$ cat src/rtl/gb_pkg.sv
// Shared gameboy constants and types used by the OAM DMA engine.
package gb_pkg;

  localparam logic [15:0] DMA_REG_ADDR = 16'hFF46;
  localparam logic [15:0] OAM_BASE     = 16'hFE00;
  localparam int          OAM_BYTES    = 160;
  localparam logic [7:0]  OAM_LAST     = 8'(OAM_BYTES - 1);

  typedef enum logic [1:0] {
    IDLE  = 2'd0,
    START = 2'd1,
    RD    = 2'd2,
    WR    = 2'd3
  } dma_state_t;

  // Destination byte in sprite attribute memory for a given transfer index.
  function automatic logic [15:0] oam_dst(input logic [7:0] idx);
    return OAM_BASE + {8'h00, idx};
  endfunction

endpackage

$ cat src/rtl/oam_dma.sv
// OAM DMA engine: a store to FF46 copies 160 bytes from {src,8'h00} into FE00-FE9F.
// Build macro OAM_DMA_RESTART_EN: a FF46 store while busy restarts the transfer.
module oam_dma
  import gb_pkg::*;
(
  input  logic        clockgb,
  input  logic        reset,
  input  logic [15:0] address,
  input  logic [7:0]  indata,
  output logic [7:0]  outdata,
  input  logic        load,
  input  logic        store,
  output logic [15:0] m_address,
  input  logic [7:0]  m_indata,
  output logic [7:0]  m_outdata,
  output logic        m_load,
  output logic        m_store,
  output logic        dma_busy
);

  dma_state_t  state_r, state_s;
  logic [7:0]  idx_r, idx_s;
  logic [7:0]  src_r, src_s;
  logic [7:0]  outdata_r;
  logic [15:0] m_address_r, m_address_s;
  logic        m_load_r, m_store_r, dma_busy_r;
  logic        reg_wr_s, reg_rd_s, restart_s;

  assign reg_wr_s = store && (address == DMA_REG_ADDR);
  assign reg_rd_s = load && (address == DMA_REG_ADDR);

`ifdef OAM_DMA_RESTART_EN
  assign restart_s = reg_wr_s && (state_r != IDLE);
`else
  assign restart_s = 1'b0;
`endif

  // Next-state, transfer index and source register update.
  always_comb begin
    state_s = state_r;
    idx_s   = idx_r;
    src_s   = src_r;
    if (reg_wr_s) begin
      src_s = indata;
    end else begin
      src_s = src_r;
    end
    if (restart_s) begin
      state_s = START;
      idx_s   = 8'd0;
    end else begin
      case (state_r)
        IDLE: begin
          if (reg_wr_s) begin
            state_s = START;
            idx_s   = 8'd0;
          end else begin
            state_s = IDLE;
          end
        end
        START: begin
          state_s = RD;
          idx_s   = 8'd0;
        end
        RD: state_s = WR;
        WR: begin
          if (idx_r == OAM_LAST) begin
            state_s = IDLE;
          end else begin
            state_s = RD;
            idx_s   = idx_r + 8'd1;
          end
        end
        default: begin
          state_s = IDLE;
          idx_s   = 8'd0;
        end
      endcase
    end
  end

  // Master address for the upcoming cycle; the source high byte never takes a carry.
  always_comb begin
    m_address_s = 16'h0000;
    case (state_s)
      RD:      m_address_s = {src_s, idx_s};
      WR:      m_address_s = oam_dst(idx_s);
      default: m_address_s = 16'h0000;
    endcase
  end

  // State and registered bus outputs, all derived from the next state.
  always_ff @(posedge clockgb or posedge reset) begin
    if (reset) begin
      state_r     <= IDLE;
      idx_r       <= 8'd0;
      src_r       <= 8'h00;
      outdata_r   <= 8'h00;
      m_address_r <= 16'h0000;
      m_load_r    <= 1'b0;
      m_store_r   <= 1'b0;
      dma_busy_r  <= 1'b0;
    end else begin
      state_r     <= state_s;
      idx_r       <= idx_s;
      src_r       <= src_s;
      outdata_r   <= reg_rd_s ? src_r : 8'h00;
      m_address_r <= m_address_s;
      m_load_r    <= (state_s == RD);
      m_store_r   <= (state_s == WR);
      dma_busy_r  <= (state_s != IDLE);
    end
  end

  // Read data arrives the cycle after m_load, i.e. during WR, so it is forwarded straight through.
  assign m_outdata = (state_r == WR) ? m_indata : 8'h00;
  assign outdata   = outdata_r;
  assign m_address = m_address_r;
  assign m_load    = m_load_r;
  assign m_store   = m_store_r;
  assign dma_busy  = dma_busy_r;

endmodule

$ cat config.mk
export PLATFORM = sky130hd
export DESIGN_NAME = oam_dma
export DESIGN_NICKNAME = d
export VERILOG_FILES = /design/src/rtl/gb_pkg.sv /design/src/rtl/oam_dma.sv
export SDC_FILE = /design/constraint.sdc
export NUM_CORES = 1
export LEC_CHECK = 0
export CAP_MARGIN = 20
export CORE_ASPECT_RATIO = 1.2
export CORE_UTILIZATION = 35
export DETAILED_ROUTE_END_ITERATION = 10
export PLACE_DENSITY = 0.67
export SYNTH_ARGS = -nofsm -noshare
export SYNTH_HDL_FRONTEND = slang
export SYNTH_SLANG_ARGS = --single-unit
$ cat constraint.sdc
create_clock -name clockgb -period 1.4 [get_ports clockgb]
set_input_delay 0.21 -clock clockgb [delete_from_list [all_inputs] [get_ports clockgb]]
set_output_delay 0.21 -clock clockgb [all_outputs]
set_load 0.01 [all_outputs]
== After elaboration in Yosys (flattened, before gate mapping) ==
Index checks and enable logic that the tools add are counted.
Operators by class
  reduce and logical (&&, ||, !) cells: 4
  equality and inequality tests: 7
  add/sub/neg operators: 2
  muxes and demuxes: 10
Operator list (count)
  $mux 8: 5
  $pmux 16 s2: 1
  $pmux 8 s3: 1
  $eq 16x16->1 const B: 1
  $add 10x9->11 const A: 1
  $add 8x1->8 const B: 1
  $eq 2x2->1 const B: 4
  $eq 8x8->1 const B: 1
  $pmux 2 s4: 1
  $eq 2x1->1 const B: 1
  $logic_and 1x1->1: 2
  $logic_not 2->1: 1
  $mux 2: 1
  $reduce_bool 2->1: 1
  $mux 1: 1
Word-level totals
  flip-flop bits (word level): 45
  word-level logic and storage cells: 31
  output and inout port bits: 35
  input port bits: 36

== Logic depth before layout (Yosys ltp) ==
  depth after elaboration: 6
  mapped depth: 5
  depth with buffers taken out: 5

== Least setup slack after synthesis ==
Ideal clock, no wire load.
  path kind: reg2reg
  start: register idx_r[0]
  end: register m_address_r[10] (netlist: m_address[10])
  path slack: -0.095 ns
  data arrival time: 1.354 ns
  library setup time: 0.141 ns
  buffers on the path: 0
  required time: 1.259 ns
  period minus slack after synthesis: 1.495 ns
  stages on the path, launching flop included: 6
  cell sequence: dfrtp_1 > ha_1 > and4_1 > nand2_1 > o21bai_2 > a31oi_1
On the way
  cells in the longest elaborated chain, start to end: 5
  elaborated cells on any way between the ends: 11
  classes of those cells: 2 x add/sub; 3 x eq/ne; 6 x mux
Ends and longest elaborated chain
  start: declaration: RTL line oam_dma.sv:22  | logic [7:0] idx_r, idx_s;
  start signal: assignment: RTL line oam_dma.sv:105  | idx_r <= idx_s;
  $add 8x1->8 or $eq 8x8->1 (tied branches): RTL line oam_dma.sv:71, oam_dma.sv:67
  $mux 8 or $mux 2 (tied branches): RTL line oam_dma.sv:67  | if (idx_r == OAM_LAST) begin
  $pmux 8 s3 or $pmux 2 s4 (tied branches): RTL line oam_dma.sv:52  | case (state_r)
  $add 10x9->11 or $eq 2x2->1 (tied branches): RTL line gb_pkg.sv:18, oam_dma.sv:85
  $pmux 16 s2 (*): RTL line oam_dma.sv:85  | case (state_s)
  net m_address_s[10]: RTL line oam_dma.sv:25  | logic [15:0] m_address_r, m_address_s;
  end signal: assignment: RTL line oam_dma.sv:108  | m_address_r <= m_address_s;
  end: declaration: RTL line oam_dma.sv:25
Mark *: on every way through the listed nets, which the timed path passes. The rest lies on a longest branch.

== Final worst setup path ==
  start: register idx_r[0]
  end: register idx_r[5]
On the way
  cells in the longest elaborated chain, start to end: 3
  elaborated cells on any way between the ends: 4
  classes of those cells: 1 x add/sub; 1 x eq/ne; 2 x mux
Ends and longest elaborated chain (RTL line)
  $add 8x1->8 or $eq 8x8->1 (tied branches): oam_dma.sv:71, oam_dma.sv:67
  $mux 8 (*): oam_dma.sv:67
  $pmux 8 s3 (*): oam_dma.sv:52
  net idx_s[5]: oam_dma.sv:22
Marks and branches as above.

==> impl_results.md <==
* Status: finished, violations left
* Failing checks: negative setup slack
* Initial antenna violation count at 0
* Crit path max-delay cell type: dfrtp_1
* Most frequent cell after synthesis: dfrtp_1
* Total net switching power at 0.499 mW
* Final ANT Viol Nets at 0
* Hold_ws at 0.257 ns
* # Max-Cap Violations at 0
* Power per Cell Area at 727 nW/um^2
* Mean post-synth cell area at 10.6 sq um
* Clock sinks at 45
* Asr flop ratio synth at 100%
* Area grow syn2layout at 63.3%
* First-pass GRT wire length at 8.05 mm
* Reg2Reg Depth at 5
* Total track usage at 17.1%
* Final worst slack at -0.00442 ns
* Fin crit period at 1.40 ns
* Synth Warn # at 0
* FMAX at 0.712 GHz
* Internal power at 1.92 mW
* Synth Cell Area at 2040 sq um
* Vias at 1,828
* Hold Crit Class: in -> async
* Combinational power share at 6.2%
* Mapped Nets at 229
* Clock Skew at 0.0107 ns
* CP cell instances: buf_4, nand3_2, or2_0, a32oi_1, nand3_1
* R2R Path Start: idx_r[0]
* CP endpoint kind: register
* DP HPWL at 3.67 mm
* Final Wtd Congestion at 0.802
* Number of synthesized register bits at 45
* Mapped Cells at 192
* Synth cell count leaders: dfrtp_1 (45), nand2_1 (25), nor2_1 (12), o21ai_0 (12)
* Initial Utilization at 36.2%
* Largest area contributor in the netlist: dfrtp_1
* Post-synth top flop: dfrtp_1
* Worst-path clk slew at 0.09 ns
* 1st-iter DRT viols at 71
* Setup slack, reg-to-reg at -0.004 ns
* IO Pins at 71
* Die X at 71.7 um
* Clock latency at the later pin of the worst-skew pair at 0.30 ns
* Register share of total power at 53.6%
* DRT Wirelength at 5.07 mm
* Slew headroom at 76.2%
* Required time worst endpoint at 1.57 ns
* Cts bufs inserted at 5
* Nets@finish at 331
* Crit path largest cell delay at 0.40 ns
* Area of the die at 6140 sq um
* Dominant cells by area after synthesis: dfrtp_1 (55%), nand2_1 (4.6%), a31oi_1 (3.1%)
* Num rows at 30
* N_diodes at 0
* Final Max Slew Viols at 0
* P_leak at 1.75 nW
* Slew @ Worst Pin at 0.355 ns
* TritonCTS clock tree: done
* Worst IR drop on VDD at 0.000417 V
* Share of cells above drive strength 1 at 29.2%
* Vias per cell at 5.09
* First-pass DRT Iterations at 4
* Switching share of power at 20.6%
* Crit-path max FO at 6
* Post-Route Utilization at 59.2%
* Tcrit/Tclk final at 100%
* Worst EP arrival at 1.57 ns
* Post-synth EDFFs at 0
* Port buffer count at 70
* Clk root buf: clkbuf_8
* Pin count of the biggest net entering global routing at 46
* Synth cell types at 43
* DIE HEIGHT at 85.6 um
* Register area share after synthesis at 55.2%
* # DRC at 0
* Core area at 5630 sq um
* # hold bufs at CTS at 0
* Final count of hold timing violations at 0
* WS Path Type: reg -> reg
* Routed wire per std cell at 14.1 um
* Yosys top cell area share at 55.2%
* Setup violators final at 1
* Global route total overflow at 0
* Clock power frac at 40.2%
* Vias in the first global route at 1,719
* RSZ-0062 raised after global routing: true
* Reg2reg end: idx_r[5]
* Startpoint Class: register
* H-tree depth at 2
* Clock Path Buffers at 2
[layout make-up]
type	instances	area (sq um)
fill	486	2300
sequential	45	1130
inverter	6	25.0
tap	64	80.1
timing repair buffer	104	1010
clock inverter	2	38.8
clock buffer	6	72.6
multi-input combinational	132	973
[cell usage in the layout, fill, tap and decap left out, types with 2 or more instances in the layout]
| master | count |
|---|---|
| a31o_2 | 2 |
| nand4_1 | 3 |
| dlymetal6s2s_1 | 12 |
| dlygate4sd2_1 | 19 |
| and2_1 | 7 |
| and4_4 | 2 |
| nand3_1 | 9 |
| and4_1 | 3 |
| nand2b_1 | 2 |
| and3_1 | 2 |
| dfrtp_1 | 43 |
| clkdlybuf4s50_1 | 31 |
| buf_12 | 2 |
| nor2_2 | 3 |
| a211oi_1 | 2 |
| nand2_4 | 2 |
| and3_4 | 8 |
| o211ai_1 | 3 |
| o21ai_0 | 2 |
| nor2_1 | 9 |
| o21ai_1 | 10 |
| dfrtp_2 | 2 |
| clkbuf_8 | 5 |
| buf_4 | 27 |
| nand3_4 | 2 |
| inv_1 | 4 |
| nand2_1 | 23 |
| a21oi_1 | 4 |
| a31oi_1 | 10 |
| nor4_4 | 2 |
| buf_6 | 11 |
[timing repair]
| item | in CTS | in global routing |
|---|---|---|
| endpoints found under the setup margin | 35 | 44 |
| endpoints found under the hold margin | 0 | 0 |
| setup buffers | 1 | 2 |
| resized for setup | 72 | 41 |
| pin swaps | 11 | 7 |
| cloned | 2 | 0 |
[state kept, by name (all words and copies together) (netlist names)]
| register | flops |
|---|---|
| state_r | 2 |
| dma_busy | 1 |
| m_store | 1 |
| src_r | 8 |
| m_address | 16 |
| idx_r | 8 |
| outdata | 8 |
| m_load | 1 |
[through the flow]
stage | cell area, sq um | power (mW) | cells | TNS, ns | setup WS (ns)
final | 3330 | 2.42 | 359 | -0.00442 | -0.00442
after global routing | 3330 | 2.50 | 359 | -0.908 | -0.0791
after CTS | 3180 | 2.44 | 358 | -0.0614 | -0.0447
after detailed placement | 3040 | 1.49 | 347 | -12.86 | -0.406
after global placement | 3040 | 1.49 | 347 | -11.20 | -0.376
after floorplan | 2060 | 1.36 | 192 | -0.0184 | -0.0184
[worst max path at each step]
stage	start	endpoint	slack, ns	cells past startpoint
final	idx_r[0]	idx_r[5]	-0.004	5
after detailed placement	address[0]	m_address[8]	-0.41	6
after global placement	address[4]	outdata[3]	-0.38	4
after global routing	idx_r[0]	m_address[12]	-0.08	5
after CTS	state_r[0]	idx_r[6]	-0.04	6
after floorplan	idx_r[0]	idx_r[6]	-0.02	5
[routing by layer]
layer	wire length (um)	GRT usage [%]	vias to the layer above
met5	0	0	-
met4	109	6.24	0
met3	178	3.17	9
met2	2670	29.2	60
met1	2110	21.6	865
li1	-	-	894
[critical path: cells and delay by family, from the launching register on]
family | cells | cell delay, ns
AO/OA/AOI/OAI | 1 | 0.25
AND/OR/NAND/NOR | 3 | 0.46
buffers and inverters | 1 | 0.17
flip-flops | 1 | 0.40
[logic make-up after synthesis]
logic type | after synthesis | synth area share, %
AOI/OAI and AO/OA | 40 | 12.9
xor gates and xnor gates | 2 | 0.859
adders and majority gates | 1 | 0.613
buffers and inverters | 15 | 3.37
DFF | 45 | 55.2
muxes | 2 | 0.981
and+or+nand+nor | 87 | 26.1
[power groups by stage]
stage | combinational, mW | sequential, mW | clock [mW]
floorplan | 0.0375 | 1.32 | 0
global placement | 0.162 | 1.32 | 0
detailed placement | 0.165 | 1.32 | 0
CTS | 0.153 | 1.30 | 0.984
global route | 0.165 | 1.30 | 1.04
finish | 0.151 | 1.30 | 0.973
Note: power is estimated with default switching activity, not from simulation.
